<file path="src/rtl/leb128_decoder_if.sv">
// Handshake bundle for the LEB128 immediate decoder: byte stream in, decoded value out.
// The master side feeds bytes and consumes values; the slave side is the decoder.
interface leb128_decoder_if #(
  parameter int WIDTH = 64
);
  logic             in_valid;
  logic [7:0]       in_data;
  logic             in_ready;
  logic             out_valid;
  logic [WIDTH-1:0] out_data;
  logic [3:0]       out_len;
  logic             out_ready;
  logic             error;

  modport master (
    output in_valid, in_data, out_ready,
    input  in_ready, out_valid, out_data, out_len, error
  );

  modport slave (
    input  in_valid, in_data, out_ready,
    output in_ready, out_valid, out_data, out_len, error
  );
endinterface

</file>
<file path="src/rtl/leb128_decoder.sv">
// Byte-serial sLEB128/uLEB128 decoder feeding the execute stage; one value per encoded number.
// Optional overlong-final-byte check enabled by defining LEB128_OVERLONG_CHECK_EN.
module leb128_decoder #(
  parameter int WIDTH  = 64,
  parameter bit SIGNED = 1'b1
) (
  input logic             clk,
  input logic             reset,
  leb128_decoder_if.slave bus
);
  localparam int         MAX_BYTES = (WIDTH + 6) / 7;
  localparam logic [3:0] LAST      = 4'(MAX_BYTES - 1);

  typedef enum logic [1:0] {ACCUM, DONE, ERROR} state_e;

  state_e           state_q, state_d;
  logic [WIDTH-1:0] acc_q, acc_d;
  logic [WIDTH-1:0] data_q, data_d;
  logic [3:0]       n_q, n_d;
  logic [3:0]       len_q, len_d;

  logic [6:0]       sh;
  logic [WIDTH-1:0] acc_nx;
  logic [WIDTH-1:0] fill;
  logic             overlong;

  // Payload bits landing at or beyond WIDTH fall off the shift, which is the truncation we want.
  assign sh     = {3'b000, n_q} * 7'd7;
  assign acc_nx = acc_q | (WIDTH'(bus.in_data[6:0]) << sh);
  assign fill   = (SIGNED && bus.in_data[6]) ? ({WIDTH{1'b1}} << (sh + 7'd7)) : '0;

`ifdef LEB128_OVERLONG_CHECK_EN
  // Only U payload bits of the last permitted byte fit; the rest must be pure extension.
  localparam int U = WIDTH - 7 * (MAX_BYTES - 1);
  assign overlong = (n_q == LAST) &&
                    (SIGNED ? (bus.in_data[6:U] != {(7-U){bus.in_data[U-1]}})
                            : (bus.in_data[6:U] != '0));
`else
  assign overlong = 1'b0;
`endif

  always_ff @(posedge clk) begin
    if (reset) begin
      state_q <= ACCUM;
      acc_q   <= '0;
      data_q  <= '0;
      n_q     <= '0;
      len_q   <= '0;
    end else begin
      state_q <= state_d;
      acc_q   <= acc_d;
      data_q  <= data_d;
      n_q     <= n_d;
      len_q   <= len_d;
    end
  end

  always_comb begin
    state_d = state_q;
    acc_d   = acc_q;
    data_d  = data_q;
    n_d     = n_q;
    len_d   = len_q;
    case (state_q)
      ACCUM: begin
        if (bus.in_valid) begin
          acc_d = acc_nx;
          n_d   = n_q + 4'd1;
          if (bus.in_data[7]) begin
            if (n_q == LAST) state_d = ERROR;
          end else if (overlong) begin
            state_d = ERROR;
          end else begin
            state_d = DONE;
            data_d  = acc_nx | fill;
            len_d   = n_q + 4'd1;
          end
        end
      end
      DONE: begin
        if (bus.out_ready) begin
          state_d = ACCUM;
          acc_d   = '0;
          n_d     = '0;
        end
      end
      ERROR:   state_d = ERROR;
      default: state_d = ACCUM;
    endcase
  end

  assign bus.in_ready  = (state_q == ACCUM);
  assign bus.out_valid = (state_q == DONE);
  assign bus.error     = (state_q == ERROR);
  assign bus.out_data  = data_q;
  assign bus.out_len   = len_q;
endmodule
</file>
<file path="src/flat_wrapper.sv">
// flat-port wrapper written by rule: the top's interface ports become plain ports
module leb128_decoder_flat 
#(
  parameter int WIDTH  = 64,
  parameter bit SIGNED = 1'b1
)
  (clk, reset, bus_in_valid, bus_in_data, bus_out_ready, bus_in_ready, bus_out_valid, bus_out_data, bus_out_len, bus_error);
  leb128_decoder_if #(.WIDTH(WIDTH)) bus_i ();
  input logic clk;
  input logic reset;
  input wire logic [$bits(bus_i.in_valid)-1:0] bus_in_valid;
  input wire logic [$bits(bus_i.in_data)-1:0] bus_in_data;
  input wire logic [$bits(bus_i.out_ready)-1:0] bus_out_ready;
  output wire logic [$bits(bus_i.in_ready)-1:0] bus_in_ready;
  output wire logic [$bits(bus_i.out_valid)-1:0] bus_out_valid;
  output wire logic [$bits(bus_i.out_data)-1:0] bus_out_data;
  output wire logic [$bits(bus_i.out_len)-1:0] bus_out_len;
  output wire logic [$bits(bus_i.error)-1:0] bus_error;
  assign bus_i.in_valid = bus_in_valid;
  assign bus_i.in_data = bus_in_data;
  assign bus_i.out_ready = bus_out_ready;
  assign bus_in_ready = bus_i.in_ready;
  assign bus_out_valid = bus_i.out_valid;
  assign bus_out_data = bus_i.out_data;
  assign bus_out_len = bus_i.out_len;
  assign bus_error = bus_i.error;
  leb128_decoder #(.WIDTH(WIDTH), .SIGNED(SIGNED)) u_core (.clk(clk), .reset(reset), .bus(bus_i));
endmodule
</file>
<file path="config.mk">
export PLATFORM = sky130hd
export DESIGN_NAME = leb128_decoder_flat
export DESIGN_NICKNAME = d
export VERILOG_FILES = /design/src/rtl/leb128_decoder_if.sv /design/src/rtl/leb128_decoder.sv /design/src/flat_wrapper.sv
export SDC_FILE = /design/constraint.sdc
export NUM_CORES = 1
export LEC_CHECK = 0
export ABC_AREA = 1
export CORE_ASPECT_RATIO = 1.2
export CORE_MARGIN = 5
export CORE_UTILIZATION = 45
export DETAILED_ROUTE_END_ITERATION = 10
export HOLD_SLACK_MARGIN = 0.15
export PLACE_DENSITY_LB_ADDON = 0.2
export SLEW_MARGIN = 20
export SYNTH_ARGS = -nofsm -noshare
export SYNTH_HDL_FRONTEND = slang
export SYNTH_SLANG_ARGS = --single-unit
</file>
<file path="constraint.sdc">
create_clock -name clk -period 9.3 [get_ports clk]
set_input_delay 1.86 -clock clk [delete_from_list [all_inputs] [get_ports clk]]
set_output_delay 1.86 -clock clk [all_outputs]
set_load 0.005 [all_outputs]
</file>
==> results of run 1 <==
per-stage QoR:
stage                     std cells  utilization  setup WS [ns]  hold WS (ns)
final                          1222       0.5461          4.655        0.4595
after global routing           1222       0.5461          4.239        0.4742
after CTS                      1222       0.5461          4.715        0.4608
after detailed placement       1193       0.5077          4.703        0.4526
after global placement         1193       0.5077          4.781        0.4481
after floorplan                 970            -          6.230        0.4410
worst min-delay path, delay by kind of cell, from the launching register on:
family           cells  cell delay [ns]
flip-flops           1             0.30
AND/OR/NAND/NOR      1             0.05
AO/OA/AOI/OAI        1             0.05
logic make-up after synthesis:
logic type	count (synthesis)	share of synthesized area
and+or+nand+nor	389	0.2345
AOI/OAI and AO/OA	295	0.2349
DFF	138	0.4020
buffers and inverters	124	0.08321
adders and majority gates	21	0.04152
xor gates and xnor gates	3	0.003824
worst max path at each step:
| stage | cells past startpoint | slack (ns) | end | startpoint |
|---|---|---|---|---|
| 2_1_floorplan | 17 | 6.23 | u_core.bus.out_data[18] | u_core.n_q[2] |
| 3_3_place_gp | 15 | 4.78 | u_core.bus.out_data[8] | u_core.n_q[1] |
| 3_5_place_dp | 15 | 4.70 | u_core.bus.out_data[8] | u_core.n_q[1] |
| 4_1_cts | 15 | 4.71 | u_core.bus.out_data[8] | u_core.n_q[1] |
| 5_1_grt | 15 | 4.24 | u_core.bus.out_data[22] | u_core.n_q[1] |
| 6_report | 15 | 4.65 | u_core.bus.out_data[37] | u_core.n_q[1] |
power groups by stage:
stage / registers (uW) / logic, uW / clock network, uW
4_1_cts: 641 / 279 / 673
3_3_place_gp: 654 / 276 / 0
5_1_grt: 645 / 309 / 700
6_report: 641 / 280 / 669
3_5_place_dp: 653 / 277 / 0
2_1_floorplan: 648 / 171 / 0
Yosys cell counts:
master	instances	share of area
o21bai_1	43	0.047
a21oi_1	121	0.088
nor2_2	1	0.00091
inv_1	47	0.026
ha_1	18	0.033
o2111ai_1	1	0.0013
nor3_1	3	0.0022
o21ai_1	16	0.012
fa_1	3	0.0087
nand4_2	1	0.0018
buf_4	4	0.0044
nand3_1	53	0.039
buf_6	8	0.013
buf_2	24	0.017
o21ai_0	106	0.077
dfxtp_1	138	0.40
a211oi_1	1	0.0011
and3_1	16	0.015
clkinv_1	5	0.0027
a31oi_1	1	0.00091
nor2_1	100	0.055
a31o_2	5	0.0064
nand4_1	3	0.0027
nand2_2	3	0.0027
nor2_4	2	0.0033
clkbuf_1	33	0.018
a21oi_2	1	0.0013
inv_2	2	0.0011
nand2_1	207	0.11
clkbuf_2	1	0.00073
xor2_1	3	0.0038
state kept, by name (all words and copies together) (netlist names):
name and flops:
u_core.acc_q 64, u_core.bus.out_len 4, u_core.n_q 4, u_core.state_q 2, u_core.bus.out_data 64
per-layer routing:
metal,vias to the layer above,share of wire
li1,3297,-
met1,3096,0.44
met2,250,0.46
met3,48,0.069
met4,0,0.033
met5,-,0
final cells by class:
cell class | instances | area [sq um] | share of cell area
clock buffer | 22 | 484.2 | 0.05903
clock inverter | 7 | 92.59 | 0.01129
inverter | 54 | 202.7 | 0.02471
multi-input combinational | 708 | 3537 | 0.4312
sequential | 138 | 2763 | 0.3368
tap | 204 | 255.2 | 0.03112
timing repair buffer | 89 | 868.3 | 0.1059
==> metrics.cfg, run 1 <==
[sta]
fmax_mhz = 215.3
fin_worst_skew_ns = 0.007630
fin_crit_ns = 4.645
fin_tns_setup_ns = 0
maxSlewViolCount = 0
relSlewSlack = 0.2613
setup_viol = 0
hold_viol = 0
fin_crit_sh = 0.4995
worst_pin_slew_ns = 1.105
rsz0062_at_grt = no

[run]
drv_cap = 0

[cts]
htree_levels = 4
clockBufferDepth = 2
clk_pin_slew_ns = 0.06
cts_hold_buf = 0
cts_resized = 0
clockRootBuffer = clkbuf_16
cts_sinks = 138
cts_tree = built
clock_latency_ns = 0.43
cts_buffers = 17
cts_setup_buffers = 0

[yosys]
synth-seq-cells = 138
synthDistinctLibCells = 31
synth_area_sq_um = 6872
avgSynthCellArea_sq_um = 7.084
ys_warn_count = 0
ys_seq_area_frac = 0.4020
synthCells = 970
syn_nets = 1003

[final_layout]
fill_cells = 1466
final_common_cell = nand2_1
drive_gt1_frac = 0.05108
nets = 1041
synthToLayoutAreaGrowth_pct = 19.37
antenna_cells = 0
layout_common_cells = 207 x nand2_1, 138 x dfxtp_1, 121 x a21oi_1
design_area_sq_um = 8203

[power]
switchingPower_uw = 450.4
p_comb_frac = 0.176
internal_power_uw = 1139
clkPwrFrac = 0.420
p_per_area_nw_per_um2 = 193.8
pwr-share-seq = 0.403
power_uw = 1590
p_leak_uw = 0.003281
ir_drop_mv = 0.1260
switching_share = 0.2833

[global_routing]
grtUsageMet1 = 0.3236
grt-ovfl-total = 0
grt_antenna_before_repair = 0
use_met3 = 0.05327
grt_usage = 0.2399
use_met2 = 0.3680
grt_pass1_vias = 6353
busiest_layer = met2
grt_first_pass_wirelength_microns = 34000
grt_max_degree = 72

[critical_path]
cp_data_required_time_ns = 9.66
r2r_end = u_core.bus.out_data[37]
r2r_slack_ns = 4.65
cp.arrival_ns = 5.00
end_kind = flip-flop
cp_cell_sequence = clkinv_1 > ha_1 > inv_1 > nand2_1 > nand2_1 > xor2_1 > ha_1 > nand2_1 > nor2_1 > nand2_1 > nand4_2 > nand2_2 > nor2_4 > o21ai_0 > a21oi_1
start_kind = flip-flop
path_class = reg -> reg
crit_slowest_cell = dfxtp_1
worst-path-max-fanout = 53
critical-path-top-delay-family = simple AND/OR/NAND/NOR gates
worst-path-buf-inv = 2
worstRegToRegCells = 15
crit_top_cell = nand2_1
rr_startpoint = u_core.n_q[1]
slowest_delay_ns = 0.85

[detailed_routing]
drcViolationCount = 0
wl_microns = 21030
routedWlPerCell_microns = 17.21
via_per_inst = 5.475
via_count = 6691
final_antenna_net_count = 0
firstDrtPassIters = 7
drt_iter0_drc = 674

[worst_hold_path]
worst_hold_path_type = reg -> reg
min_to = u_core.acc_q[11]
hold_start = u_core.acc_q[11]
min_path_cells = 2

[run_status]
outcome = completed

[floorplanning]
die_w_microns = 122.8
die_height_microns = 145.4
io_pins = 83
core_area_sq_um = 15020
rows = 49
die-area_sq_um = 17850
start_util = 0.4575

[place]
io_buffers = 82
place.gp.congestion = 0.8259
place_hpwl_microns = 13550
place_area_sq_um = 7626

(Power assumes the default switching activity.)
==> inputs of run 2 (changes only) <==
clock period = 4.53 ns   (was 9.3 ns; I/O delays follow)
==> run 2 against run 1 <==
Sequential power grew 100%. Worst setup slack lost 4.2 ns. Cell count is 0.74% higher. Sequential cell count is the same. Non-clock buffer count grew 8. Maximum frequency increased by 14%. Wire length is 1.9% higher. Total power up 100%. Clock skew is 0.00056 ns lower. Worst hold slack is essentially flat.
==> metrics.cfg, run 2 (synthesis gave the netlist of run 1 again) <==
[final_layout]
synthToLayoutAreaGrowth_pct = 20.48
drive_gt1_frac = 0.05745
antenna_cells = 0
nets = 1049
fill_cells = 1494
final_cells = 1231
layout_common_cells = 207 x nand2_1, 138 x dfxtp_1, 121 x a21oi_1
final_common_cell = nand2_1

[power]
power_uw = 3212
switchingPower_uw = 918.9
ir_drop_mv = 0.1988
p_leak_uw = 0.003321
p_per_area_nw_per_um2 = 387.9
p_comb_frac = 0.180
pwr-share-seq = 0.409
internal_power_uw = 2293
clkPwrFrac = 0.411
switching_share = 0.2861

[floorplanning]
die_w_microns = 122.8
io_pins = 83
die_height_microns = 145.4
rows = 49
die-area_sq_um = 17850
start_util = 0.4575
core_area_sq_um = 15020

[global_routing]
busiest_layer = met2
grtUsageMet1 = 0.3259
grt_antenna_before_repair = 0
use_met2 = 0.3833
grt-ovfl-total = 0
use_met3 = 0.03888
grt_pass1_vias = 6180
grt_usage = 0.2395
grt_max_degree = 71
grt_first_pass_wirelength_microns = 33550

[critical_path]
end_kind = flip-flop
worst-path-max-fanout = 20
path_class = reg -> reg
start_kind = flip-flop
cp.arrival_ns = 4.39
cp_data_required_time_ns = 4.84

[sta]
fin_crit_sh = 0.9007
fin_crit_ns = 4.080
setup_viol = 0
fin_worst_skew_ns = 0.007070
worst_pin_slew_ns = 1.079
relSlewSlack = 0.2790
rsz0062_at_grt = no
hold_viol = 0
maxSlewViolCount = 0
fin_tns_setup_ns = 0
fmax_mhz = 245.1

[cts]
htree_levels = 4
clk_pin_slew_ns = 0.06
clockBufferDepth = 2
clock_latency_ns = 0.43
cts_hold_buf = 0
clockRootBuffer = clkbuf_16
cts_sinks = 138
cts_resized = 0
cts_setup_buffers = 0
cts_buffers = 17
cts_tree = built

[run_status]
outcome = completed

[detailed_routing]
wl_microns = 21430
via_count = 6764
drcViolationCount = 0
firstDrtPassIters = 5
final_antenna_net_count = 0
via_per_inst = 5.495
routedWlPerCell_microns = 17.41
drt_iter0_drc = 613

[place]
io_buffers = 82
place_hpwl_microns = 14220
place.gp.congestion = 0.8952
place_inst = 1201

[worst_hold_path]
worst_hold_path_type = reg -> reg

[run]
drv_cap = 0

## run 2: through the flow
stage	utilization	hold slack (ns)	instance area [sq um]	setup WS (ns)
after floorplan	-	0.4410	6872	1.460
after global placement	0.5142	0.4479	7724	0.6113
after detailed placement	0.5142	0.4524	7724	0.5553
after CTS	0.5512	0.4613	8279	0.5416
after global routing	0.5512	0.4720	8279	0.09514
final	0.5512	0.4598	8279	0.4496
## run 2: metal layers
layer | vias to the layer above | part of all wire
met5 | - | 0
met1 | 3177 | 0.44
met2 | 245 | 0.48
met3 | 35 | 0.057
met4 | 0 | 0.020
li1 | 3307 | -
## run 2: power groups by stage
stage / logic (uW) / registers [uW] / clock network (uW)
final: 578 / 1310 / 1320
after CTS: 578 / 1310 / 1330
after floorplan: 351 / 1330 / 0
after global routing: 638 / 1320 / 1390
after detailed placement: 574 / 1340 / 0
after global placement: 574 / 1340 / 0
## run 2: worst max-delay path, stage by stage (launching register included)
cell and delay, ns:
dfxtp_1 0.70, clkinv_1 0.50, fa_1 0.66, inv_1 0.04
ha_1 0.26, ha_1 0.37, nand2_1 0.07, nand2_1 0.08
inv_1 0.07, nand2_1 0.08, nand2_1 0.06, nand2_1 0.43
nand3_1 0.26, o21ai_1 0.29, a21oi_1 0.09
## run 2: area by class of cell
class	count	area [sq um]	area share
Multi-Input combinational cell	708	3537	0.4272
Sequential cell	138	2763	0.3337
Timing Repair Buffer	97	965.9	0.1167
Clock buffer	23	488.0	0.05894
Tap cell	204	255.2	0.03083
Inverter	54	202.7	0.02448
Clock inverter	7	67.56	0.008161
## run 2: worst paths after layout
kind	to	cells past startpoint	startpoint	slack, ns
max reg2reg	u_core.bus.out_data[57]	14	u_core.n_q[1]	0.45
min reg2reg	u_core.acc_q[12]	2	u_core.acc_q[12]	0.46
min	u_core.acc_q[12]	2	u_core.acc_q[12]	0.46
max	u_core.bus.out_data[57]	14	u_core.n_q[1]	0.45
==> inputs of run 3 (changes only) <==
CORE_UTILIZATION = 30   (was 45)
==> run 3 against run 2 <==
Clock skew is 0.0033 ns higher. Total power is 2.3% higher. First-iteration DRC count is 25% lower. Non-clock buffer count is 2 higher. Critical path depth is 1 higher. Clock power is 5% higher. Largest cell class unchanged. Largest power group unchanged. Highest routed layer unchanged.
==> metrics.cfg, run 3 (synthesis gave the netlist of run 1 again) <==
[power]
ir_drop_mv = 0.2285
p_leak_uw = 0.003351
switchingPower_uw = 965.2
power_uw = 3285
pwr-share-seq = 0.400
p_comb_frac = 0.181
switching_share = 0.2938
clkPwrFrac = 0.419
internal_power_uw = 2320
p_per_area_nw_per_um2 = 390.8

[floorplanning]
die_w_microns = 148.2
start_util = 0.3051
rows = 60
die-area_sq_um = 26050
io_pins = 83
die_height_microns = 175.8
core_area_sq_um = 22520

[place]
place_hpwl_microns = 15800
io_buffers = 82
place.gp.congestion = 0.8901
post-place-ws_ns = 1.123

[critical_path]
crit_slowest_cell = dfxtp_1
crit_top_cell = nand2_1
cp_data_required_time_ns = 4.84
slowest_delay_ns = 0.57
start_kind = flip-flop
path_class = reg -> reg
worst-path-max-fanout = 20
critical-path-top-delay-family = simple AND/OR/NAND/NOR gates
cp.arrival_ns = 3.78
cp_cell_sequence = clkinv_1 > buf_4 > ha_1 > inv_1 > nand2_1 > nand2_1 > xor2_1 > ha_1 > nand3_1 > nand2_1 > nand2_1 > nand2_1 > nand3_1 > nand3_1 > a21oi_1
worst-path-buf-inv = 3
end_kind = flip-flop

[global_routing]
grt_pass1_vias = 6421
grt_antenna_before_repair = 0
grt_usage = 0.1829
use_met3 = 0.03252
grt_first_pass_wirelength_microns = 37370
busiest_layer = met2
use_met2 = 0.2948
grtUsageMet1 = 0.2451
grt-ovfl-total = 0
grt_max_degree = 71

[final_layout]
drive_gt1_frac = 0.06402
nets = 1051
synthToLayoutAreaGrowth_pct = 22.32
fin_util = 0.3732
final_common_cell = nand2_1
layout_common_cells = 207 x nand2_1, 138 x dfxtp_1, 121 x a21oi_1
antenna_cells = 0

[cts]
clk_pin_slew_ns = 0.06
htree_levels = 4
clockRootBuffer = clkbuf_16
cts_tree = built
cts_sinks = 138
clockBufferDepth = 2
cts_hold_buf = 0
cts_buffers = 17
clock_latency_ns = 0.43
cts_resized = 0
cts_setup_buffers = 0

[detailed_routing]
via_per_inst = 5.061
firstDrtPassIters = 5
wl_microns = 23740
routedWlPerCell_microns = 18.12
via_count = 6630
final_antenna_net_count = 0
drt_iter0_drc = 458
drcViolationCount = 0

[sta]
relSlewSlack = 0.2077
rsz0062_at_grt = no
fmax_mhz = 287.5
fin_ws_ns = 1.052
maxSlewViolCount = 0
fin_worst_skew_ns = 0.01035
fin_crit_ns = 3.478
fin_crit_sh = 0.7678
worst_pin_slew_ns = 1.186
hold_viol = 0
fin_tns_setup_ns = 0
setup_viol = 0

[run_status]
outcome = completed

[worst_hold_path]
worst_hold_path_type = reg -> reg

[run]
drv_cap = 0

==> run 3: routing by layer <==
| metal | routed length, microns | part of all wire |
|---|---|---|
| met1 | 11120 | 0.47 |
| met3 | 806 | 0.034 |
| met5 | 0 | 0 |
| met2 | 11240 | 0.47 |
| met4 | 577 | 0.024 |
==> run 3: final timing paths <==
path	start	end	slack (ns)	cells after the start
worst max-delay path	u_core.n_q[0]	u_core.bus.out_data[28]	1.05	15
worst min-delay path	u_core.acc_q[8]	u_core.acc_q[8]	0.46	2
worst max register to register	u_core.n_q[0]	u_core.bus.out_data[28]	1.05	15
worst min register to register	u_core.acc_q[8]	u_core.acc_q[8]	0.46	2
==> run 3: per-stage QoR <==
step	std cells	hold slack (ns)	cell area, sq um
6_report	1310	0.4597	8406
5_1_grt	1310	0.4779	8406
4_1_cts	1310	0.4621	8406
3_5_place_dp	1278	0.4525	7820
3_3_place_gp	1278	0.4481	7820
2_1_floorplan	970	0.4410	6872
==> run 3: tightest hold or removal path, stage by stage, from the launching register on <==
cell,delay (ns)
dfxtp_1,0.30
nand2_1,0.06
a21oi_1,0.05
==> run 3: final cells by class <==
type / instances / area [sq um]
clock buffers: 22 / 494.2
clock inverters: 10 / 91.34
fillers: 2401 / 14120
inverters: 54 / 202.7
multi-input cells: 708 / 3537
flip-flops and latches: 138 / 2763
well taps: 279 / 349.1
repair buffers: 99 / 968.4
==> run 3: power groups by stage <==
stage / Clock [uW] / Sequential (uW) / Combinational, uW
after global routing: 1460 / 1320 / 662
after global placement: 0 / 1340 / 596
final: 1380 / 1310 / 595
after floorplan: 0 / 1330 / 351
after detailed placement: 0 / 1340 / 594
after CTS: 1410 / 1310 / 597
